==> config.mk <==
export PLATFORM = sky130hd
export DESIGN_NAME = uart_rx
export DESIGN_NICKNAME = d
export VERILOG_FILES = /design/src/rtl/uart_rx.sv
export SDC_FILE = /design/constraint.sdc
export NUM_CORES = 1
export LEC_CHECK = 0
export BUFFER_PORTS_ARGS = -buffer_cell sky130_fd_sc_hd__buf_2
export CAP_MARGIN = 20
export CORE_ASPECT_RATIO = 1.5
export CORE_MARGIN = 2
export CORE_UTILIZATION = 40
export CTS_CLUSTER_SIZE = 24
export DETAILED_ROUTE_END_ITERATION = 7
export GPL_TIMING_DRIVEN = 0
export PLACE_DENSITY = 0.55
export SYNTH_ARGS = -nofsm -noshare
export SYNTH_HDL_FRONTEND = slang
export SYNTH_SLANG_ARGS = --single-unit
==> constraint.sdc <==
create_clock -name clk -period 2.35 [get_ports clk]
set_input_delay 0.235 -clock clk [delete_from_list [all_inputs] [get_ports clk]]
set_output_delay 0.235 -clock clk [all_outputs]
set_load 0.05 [all_outputs]
==> src/rtl/uart_rx.sv <==
// rtl/uart_rx.sv - 8N1 UART receiver with mid-bit sampling and one-cycle strobes
module uart_rx #(
    parameter int CLKS_PER_BIT = 105,
    parameter int HALF_BIT     = CLKS_PER_BIT / 2
) (
    input  logic       clk,
    input  logic       rst,
    input  logic       rx,
    output logic [7:0] data,
    output logic       data_valid,
    output logic       framing_error,
    output logic       busy
);

    localparam logic [1:0] ST_IDLE  = 2'd0;
    localparam logic [1:0] ST_START = 2'd1;
    localparam logic [1:0] ST_DATA  = 2'd2;
    localparam logic [1:0] ST_STOP  = 2'd3;

    localparam logic [15:0] BIT_LAST  = 16'(CLKS_PER_BIT - 1);
    localparam logic [15:0] HALF_LAST = 16'(HALF_BIT - 1);

    logic       rx_meta;
    logic       rx_s;
    logic       rx_s_d;
    logic [1:0] state;
    logic [15:0] counter;
    logic [2:0] bit_idx;
    logic [7:0] shift_reg;

    // Two-flop synchroniser plus a delayed copy for falling-edge detection
    always_ff @(posedge clk) begin
        if (rst) begin
            rx_meta <= 1'b1;
            rx_s    <= 1'b1;
            rx_s_d  <= 1'b1;
        end else begin
            rx_meta <= rx;
            rx_s    <= rx_meta;
            rx_s_d  <= rx_s;
        end
    end

    // Frame state machine: start validation, data shifting, stop check
    always_ff @(posedge clk) begin
        if (rst) begin
            state         <= ST_IDLE;
            counter       <= 16'd0;
            bit_idx       <= 3'd0;
            shift_reg     <= 8'd0;
            data          <= 8'd0;
            data_valid    <= 1'b0;
            framing_error <= 1'b0;
        end else begin
            data_valid    <= 1'b0;
            framing_error <= 1'b0;
            case (state)
                ST_IDLE: begin
                    counter <= 16'd0;
                    // Only a high-to-low transition starts a frame; a stuck-low line does not
                    if (rx_s_d && !rx_s) begin
                        state <= ST_START;
                    end
                end
                ST_START: begin
                    if (counter == HALF_LAST) begin
                        counter <= 16'd0;
                        bit_idx <= 3'd0;
                        // Line back high at mid-start means a glitch, not a frame
                        state   <= rx_s ? ST_IDLE : ST_DATA;
                    end else begin
                        counter <= counter + 16'd1;
                    end
                end
                ST_DATA: begin
                    if (counter == BIT_LAST) begin
                        counter   <= 16'd0;
                        shift_reg <= {rx_s, shift_reg[7:1]};
                        bit_idx   <= bit_idx + 3'd1;
                        if (bit_idx == 3'd7) begin
                            state <= ST_STOP;
                        end
                    end else begin
                        counter <= counter + 16'd1;
                    end
                end
                ST_STOP: begin
                    if (counter == BIT_LAST) begin
                        counter <= 16'd0;
                        // Returning to IDLE at mid-stop lets a back-to-back start edge be seen
                        state   <= ST_IDLE;
                        if (rx_s) begin
                            data       <= shift_reg;
                            data_valid <= 1'b1;
                        end else begin
                            framing_error <= 1'b1;
                        end
                    end else begin
                        counter <= counter + 16'd1;
                    end
                end
                default: begin
                    state   <= ST_IDLE;
                    counter <= 16'd0;
                end
            endcase
        end
    end

    assign busy = (state != ST_IDLE);

endmodule
==> impl_metrics.tcl, run 1 <==
set metrics [dict create \
    status "finished clean" \
    multiplexer_share_of_the_synthesized_area_pct 8.37 \
    critical_path_source_type "register" \
    share_clk_of_total_power_pct 47.8 \
    setup_total_negative_slack_ns 0 \
    p_int_w 0.00116 \
    drt_pre_antenna_iters 4 \
    flip_flop_count_of_the_largest_register_after_layout 16 \
    buffer_ports.inserted 13 \
    die-height_um 88.7 \
    critical-path-slowest-cell "sky130_fd_sc_hd__dfxtp_1" \
    detailedPlacementHpwl_um 2720 \
    flow.area_growth_from_synthesis_pct 14.8 \
    synth_edf_count 0 \
    cts_htree_levels 2 \
    arrival_time_of_the_worst_setup_path_ns 2.06 \
    synth_area_leaders "sky130_fd_sc_hd__dfxtp_1 (44%), sky130_fd_sc_hd__mux2i_1 (8.4%), sky130_fd_sc_hd__nand2b_1 (7.5%)" \
    critical_path.endpoint_type "register" \
    detailed_router_s_first_iteration_violation_count 74 \
    placedCellCount 281 \
    cap_viol_max_count 0 \
    synthDominantAreaCellType "sky130_fd_sc_hd__dfxtp_1" \
    critPathLaunch "counter[0]" \
    synth_top_cell_area_share_pct 43.9 \
    switching_fraction_of_total_power_pct 19.8 \
    synth-seq-area-share_pct 43.9 \
    vias_per_cell 5.00 \
    dr_total_vias 1446 \
    core_region_area_mm2 0.00458 \
    worst_path_largest_cell_delay_ns 0.36 \
    sequential_cell_fraction_of_total_power_pct 49.8 \
    synth.avg_cell_area_um2 9.38 \
    cts_root_buf "sky130_fd_sc_hd__clkbuf_8" \
    num_antenna_cells 0 \
    fmax_mhz 536 \
    peakVddDrop_mv 0.410 \
    critPathKind "reg2reg" \
    remaining_design_rule_violation_count 0 \
    hold_viol_final 0 \
    worst_hold_startpoint "rx" \
    cellPowerDensity_mw_per_mm2 656 \
    vias_in_the_first_global_route 1417 \
    grt_antenna_before_repair 0 \
    synthesis.instances 204 \
    number_of_standard_cell_rows_in_the_floorplan 30 \
    timing.critical_path.cells "inv_1 > ha_1 > and3b_1 > nor2b_1 > o221a_2 > buf_2 > nor2_1" \
    timing.final.crit_share_pct 79.3 \
    routed_wl_um 3620 \
    timing.max_slew.rel_slack_pct 63.5 \
    synth_top_family_by_area "simple AND/OR/NAND/NOR gates" \
    grt_max_degree 15 \
    place.gp.congestion 0.893 \
    wire_length_of_the_first_global_routing_pass_um 6330 \
    top_level_ports 14 \
    final_max_slew_viols 0 \
    numCtsBuffers 5 \
    postCtsHoldBufs 0 \
    die-area_mm2 0.00537 \
    synth-main-ff-cell "sky130_fd_sc_hd__dfxtp_1" \
    instances_no_fill 289 \
    fp.dieW_um 60.5 \
    ff_latch_count_synth 42 \
    post_synth_num_cell_types 37 \
    cts_setup_buffers 0 \
    post_cts_resized 0 \
    critPathMaxFanout 10 \
    power.combinational.fraction_pct 2.4 \
    wl_per_cell_um 12.5 \
    worst_ep_required_time_ns 2.54 \
    switchingPower_w 0.000285 \
    synthXorXnorAreaFrac_pct 6.41 \
    path_clk_slew_ns 0.08 \
    synth.net_count 211 \
    total_congestion_overflow 0 \
    synth-simple-area-share_pct 29.9 \
    tightestPinTransition_ns 0.546 \
    final_net_count 231 \
    grt_setup_unrepaired "no" \
    worstReg2RegStart "counter[0]" \
    grtUsageTotal_pct 15.6 \
    start_util_pct 41.8 \
    yosys_warnings 0 \
    worst_clock_skew_ns 0.00746 \
    cell_area_synth_mm2 0.00191 \
    layout-drive-gt1-share_pct 16.0 \
    clock_tree.buffer_depth 2 \
    synth-adder-area-share_pct 2.61 \
    share_of_async_settable_or_async_resettable_flops_after_synthesis_pct 0 \
    clock_period_minus_worst_slack_ns 1.86 \
    total_leakage_power_nw 0.787 \
    cts_tree "done" \
    cts_sinks 42 \
    clk-insertion-delay-late_ns 0.30 \
    setup_violations 0 \
    postRouteAntennaNets 0 \
    min-delay-path-class "in2reg" \
    synth-compound-area-share_pct 4.31 \
]
cells by family after synthesis:
| logic type | Yosys count |
|---|---|
| DFF | 42 |
| buffers and inverters | 19 |
| muxes | 16 |
| and+or+nand+nor | 98 |
| adders and majority gates | 4 |
| AOI/OAI and AO/OA | 11 |
| xor gates and xnor gates | 14 |
per-stage QoR:
step / worst slack (ns) / hold WS [ns] / cell area (um^2) / power, W / utilization, %
3_5_place_dp: 0.482 / 0.405 / 2060 / 0.000769 / 45.0
2_1_floorplan: 0.730 / 0.339 / 1910 / 0.000759 / -
6_report: 0.485 / 0.113 / 2200 / 0.00144 / 48.0
5_1_grt: 0.297 / 0.116 / 2200 / 0.00149 / 48.0
3_3_place_gp: 0.513 / 0.393 / 2060 / 0.000768 / 45.0
4_1_cts: 0.464 / 0.110 / 2200 / 0.00146 / 48.0
critical path: cells and delay by family, from the launching register on:
family / cells / cell delay (ns)
adder cells (fa/ha/maj): 1 / 0.14
AO/OA/AOI/OAI: 1 / 0.34
flip-flops: 1 / 0.36
AND/OR/NAND/NOR: 3 / 0.59
buffers and inverters: 2 / 0.32
synth_stat cells, types with 4 or more instances:
master and instances:
sky130_fd_sc_hd__nor3_1 7, sky130_fd_sc_hd__nor2_1 23, sky130_fd_sc_hd__nand2b_1 23, sky130_fd_sc_hd__nor4_1 5
sky130_fd_sc_hd__buf_2 5, sky130_fd_sc_hd__clkbuf_1 6, sky130_fd_sc_hd__dfxtp_1 42, sky130_fd_sc_hd__or2_2 4
sky130_fd_sc_hd__nand2_1 7, sky130_fd_sc_hd__mux2i_1 16, sky130_fd_sc_hd__ha_1 4, sky130_fd_sc_hd__inv_1 7
sky130_fd_sc_hd__nand4_1 7, sky130_fd_sc_hd__xnor2_1 12, sky130_fd_sc_hd__nand3_1 8
path summary, 6_finish.rpt:
path                            cells after the start  slack (ns)          to
worst max register to register                      7        0.49  counter[3]
worst max-delay path                                7        0.49  counter[3]
worst min register to register                      1        0.42        rx_s
worst min-delay path                                2        0.11     rx_meta
routing by layer:
layer	global-route usage, %	part of all wire [%]	vias up
met5	0	0	-
met4	6.13	1.9	0
met3	4.09	2.8	7
met2	27.8	53	15
met1	17.2	42	686
li1	-	-	738
power by group through the flow:
| stage | combinational, W | clock, W | sequential, W |
|---|---|---|---|
| 6_report | 0.0000345 | 0.000689 | 0.000717 |
| 5_1_grt | 0.0000379 | 0.000734 | 0.000718 |
| 4_1_cts | 0.0000351 | 0.000706 | 0.000717 |
| 3_5_place_dp | 0.0000350 | 0 | 0.000734 |
| 3_3_place_gp | 0.0000342 | 0 | 0.000734 |
| 2_1_floorplan | 0.0000259 | 0 | 0.000733 |
placed cells by master (no fill, tap or decap), types with 2 or more instances in the layout:
master                      count
sky130_fd_sc_hd__nand2b_1      23
sky130_fd_sc_hd__or2_2          4
sky130_fd_sc_hd__nor4_1         5
sky130_fd_sc_hd__bufinv_16      2
sky130_fd_sc_hd__clkbuf_8       5
sky130_fd_sc_hd__nor2b_1        2
sky130_fd_sc_hd__xor2_1         2
sky130_fd_sc_hd__nand4_1        7
sky130_fd_sc_hd__inv_1          7
sky130_fd_sc_hd__buf_2         18
sky130_fd_sc_hd__and3_1         2
sky130_fd_sc_hd__dfxtp_1       42
sky130_fd_sc_hd__nand3_1        8
sky130_fd_sc_hd__mux2i_1       16
sky130_fd_sc_hd__clkbuf_1       6
sky130_fd_sc_hd__nor2_1        23
sky130_fd_sc_hd__a21oi_1        2
sky130_fd_sc_hd__xnor2_1       12
sky130_fd_sc_hd__nand2_1        7
sky130_fd_sc_hd__ha_1           4
sky130_fd_sc_hd__nor3_1         7
sky130_fd_sc_hd__and3b_1        2
sky130_fd_sc_hd__o32ai_1        2
final cells by class:
class	count	area [um^2]
clock inverters	3	68.8
inverters	7	26.3
multi-input cells	143	988
plain buffers	12	58.8
clock buffers	5	68.8
well taps	64	80.1
flip-flops and latches	42	841
fillers	476	2380
repair buffers	13	65.1
(Power assumes the default switching activity.)
==> inputs of run 2 (changes only) <==
--- a/config.mk
+++ b/config.mk
@@ -13,7 +13,7 @@
 export CTS_CLUSTER_SIZE = 24
 export DETAILED_ROUTE_END_ITERATION = 7
 export GPL_TIMING_DRIVEN = 0
-export PLACE_DENSITY = 0.55
+export PLACE_DENSITY = 0.57
 export SYNTH_ARGS = -nofsm -noshare
 export SYNTH_HDL_FRONTEND = slang
 export SYNTH_SLANG_ARGS = --single-unit
==> constraint.sdc (replaced) <==
create_clock -name clk -period 1.6 [get_ports clk]
set_input_delay 0.16 -clock clk [delete_from_list [all_inputs] [get_ports clk]]
set_output_delay 0.16 -clock clk [all_outputs]
set_load 0.05 [all_outputs]
==> run 2 against run 1 <==
Critical path depth fell by 2. Worst setup slack got worse by 0.44 ns. First-iteration DRC count fell by 12%. Critical path type unchanged. Sequential power rose by 46%. Via count rose by 1.9%. Utilization rose by 2.3 points. Clock skew rose by 0.0029 ns. Clock power rose by 3.2%. Critical endpoint is now shift_reg[2]. Sequential cell count did not move. Design area rose by 4.8%.
==> impl_metrics.tcl, run 2 (same netlist as run 1, synthesis figures left out) <==
set metrics [dict create \
    status "finished clean" \
    die-area_mm2 0.00537 \
    num_antenna_cells 0 \
    vias_in_the_first_global_route 1317 \
    wire_length_of_the_first_global_routing_pass_um 6130 \
    number_of_standard_cell_rows_in_the_floorplan 30 \
    cts_htree_levels 2 \
    die-height_um 88.7 \
    buffer_ports.inserted 13 \
    preCtsSetupSlack_ns -0.217 \
    p_int_w 0.00139 \
    cts_sinks 42 \
    path_clk_slew_ns 0.09 \
    dpl-instance-area_mm2 0.00206 \
    share_clk_of_total_power_pct 39.1 \
    layout.cells.most_common_list "sky130_fd_sc_hd__dfxtp_1 (36), sky130_fd_sc_hd__nand2b_1 (23), sky130_fd_sc_hd__nor2_1 (23)" \
    critical_path.endpoint_type "register" \
    clock_period_minus_worst_slack_ns 1.55 \
    flip_flop_count_of_the_largest_register_after_layout 16 \
    detailedPlacementHpwl_um 2650 \
    core_region_area_mm2 0.00458 \
    critical_path_source_type "register" \
    tightestPinTransition_ns 0.417 \
    cap_viol_max_count 0 \
    grt_setup_unrepaired "yes" \
    place.gp.congestion 0.863 \
    cellPowerDensity_mw_per_mm2 790 \
    timing.final.crit_share_pct 96.9 \
    top_level_ports 14 \
    wl_per_cell_um 13.7 \
    clock_tree.buffer_depth 2 \
    worst_clock_skew_ns 0.0103 \
    multi_input_comb_area_mm2 0.00107 \
    start_util_pct 41.8 \
    instances_no_fill 294 \
    worst_hold_startpoint "rx" \
    setup_violations 0 \
    peakVddDrop_mv 0.623 \
    critical_path.top_delay_family "simple AND/OR/NAND/NOR gates" \
    worstReg2RegStart "counter[2]" \
    timing.max_slew.rel_slack_pct 72.2 \
    total_leakage_power_nw 0.824 \
    remaining_design_rule_violation_count 0 \
    detailed_router_s_first_iteration_violation_count 65 \
    critPathKind "reg2reg" \
    final_max_slew_viols 0 \
    worst_ep_required_time_ns 1.80 \
    postRouteAntennaNets 0 \
    layout-drive-gt1-share_pct 25.2 \
    critPathLaunch "counter[2]" \
    worst_path_largest_cell_delay_ns 0.38 \
    total_congestion_overflow 0 \
    dr_total_vias 1473 \
    critical-path-slowest-cell "sky130_fd_sc_hd__dfxtp_4" \
    vias_per_cell 5.01 \
    switchingPower_w 0.000435 \
    drt_pre_antenna_iters 4 \
    cts_tree "done" \
    min-delay-path-class "in2reg" \
    timing.critical_path.cells "nor4_4 > nand4_4 > or2_1 > buf_6 > mux2i_1" \
    hold_viol_final 0 \
    fp.dieW_um 60.5 \
    power.combinational.fraction_pct 3.0 \
    final_net_count 236 \
    fmax_mhz 645 \
    routed_wl_um 4030 \
    layout_setup_ws_ns 0.0490 \
    cts_root_buf "sky130_fd_sc_hd__clkbuf_8" \
    grt_antenna_before_repair 0 \
    placedCellCount 281 \
    stdcell_area_mm2 0.00230 \
    nFillCells 458 \
    register_area_um2 851 \
    clk-insertion-delay-late_ns 0.30 \
    cp.buffers_inverters 1 \
    sequential_cell_fraction_of_total_power_pct 57.9 \
    flow.area_growth_from_synthesis_pct 20.3 \
    final_common_cell "sky130_fd_sc_hd__dfxtp_1" \
    numCtsBuffers 5 \
    arrival_time_of_the_worst_setup_path_ns 1.75 \
    grtUsageTotal_pct 15.4 \
    switching_fraction_of_total_power_pct 23.9 \
    critPathMaxFanout 8 \
    grt_max_degree 17 \
]
==> run 2: cell count changes in the layout (fill, tap and decap cells not counted), moves of 2 or more <==
cell / previous run / this run
sky130_fd_sc_hd__dfxtp_1: 42 / 36
sky130_fd_sc_hd__clkinvlp_4: 0 / 2
sky130_fd_sc_hd__dfxtp_2: 0 / 5
sky130_fd_sc_hd__o32ai_2: 0 / 2
sky130_fd_sc_hd__o32ai_1: 2 / 0
sky130_fd_sc_hd__bufinv_16: 2 / 0
sky130_fd_sc_hd__o221a_4: 0 / 2
sky130_fd_sc_hd__buf_2: 18 / 15
sky130_fd_sc_hd__buf_4: 0 / 8
sky130_fd_sc_hd__clkbuf_1: 6 / 3
==> run 2: stage by stage <==
step / total power, W / util [%] / TNS, ns / hold slack [ns]
finish: 0.00182 / 50.3 / 0 / 0.0349
global route: 0.00189 / 50.3 / -0.368 / 0.0401
CTS: 0.00184 / 48.5 / 0 / 0.0288
detailed placement: 0.00113 / 45.0 / -4.56 / 0.345
global placement: 0.00113 / 45.0 / -4.16 / 0.343
floorplan: 0.00112 / - / 0 / 0.264
==> run 2: repair_timing <==
| item | in CTS | in global routing |
|---|---|---|
| gates resized for setup | 9 | 14 |
| hold buffers | 0 | 0 |
| cloned | 0 | 1 |
| buffers inserted | 6 | 3 |
| endpoints found under the setup margin | 33 | 33 |
| pin swaps | 3 | 6 |
==> run 2: path summary, 6_finish.rpt <==
check | slack (ns) | cells past startpoint | to
worst min register to register | 0.41 | 1 | rx_s
worst max register to register | 0.05 | 5 | shift_reg[2]
worst min-delay path | 0.03 | 2 | rx_meta
worst max-delay path | 0.05 | 5 | shift_reg[2]
==> run 2: power by group through the flow <==
stage / combinational (W) / sequential [W] / clock, W
2_1_floorplan: 0.0000386 / 0.00108 / 0
3_3_place_gp: 0.0000521 / 0.00108 / 0
3_5_place_dp: 0.0000520 / 0.00108 / 0
4_1_cts: 0.0000548 / 0.00105 / 0.000732
5_1_grt: 0.0000585 / 0.00106 / 0.000776
6_report: 0.0000542 / 0.00105 / 0.000711
==> run 2: metal layers <==
metal	share of wire [%]	up-vias	routed length, um	global-route usage, %
met5	0	-	0	0
met4	1.8	0	74	6.52
met3	1.9	5	78	3.65
met2	53	12	2130	26.3
met1	43	704	1750	18.1
li1	-	752	-	-
==> run 2: final cells by class <==
type	instances	area share, %
Multi-Input combinational cell	144	46.4
Sequential cell	42	36.9
Timing Repair Buffer	22	6.30
Tap cell	64	3.48
Clock buffer	5	2.99
Buffer	7	1.74
Inverter	7	1.14
Clock inverter	3	1.03
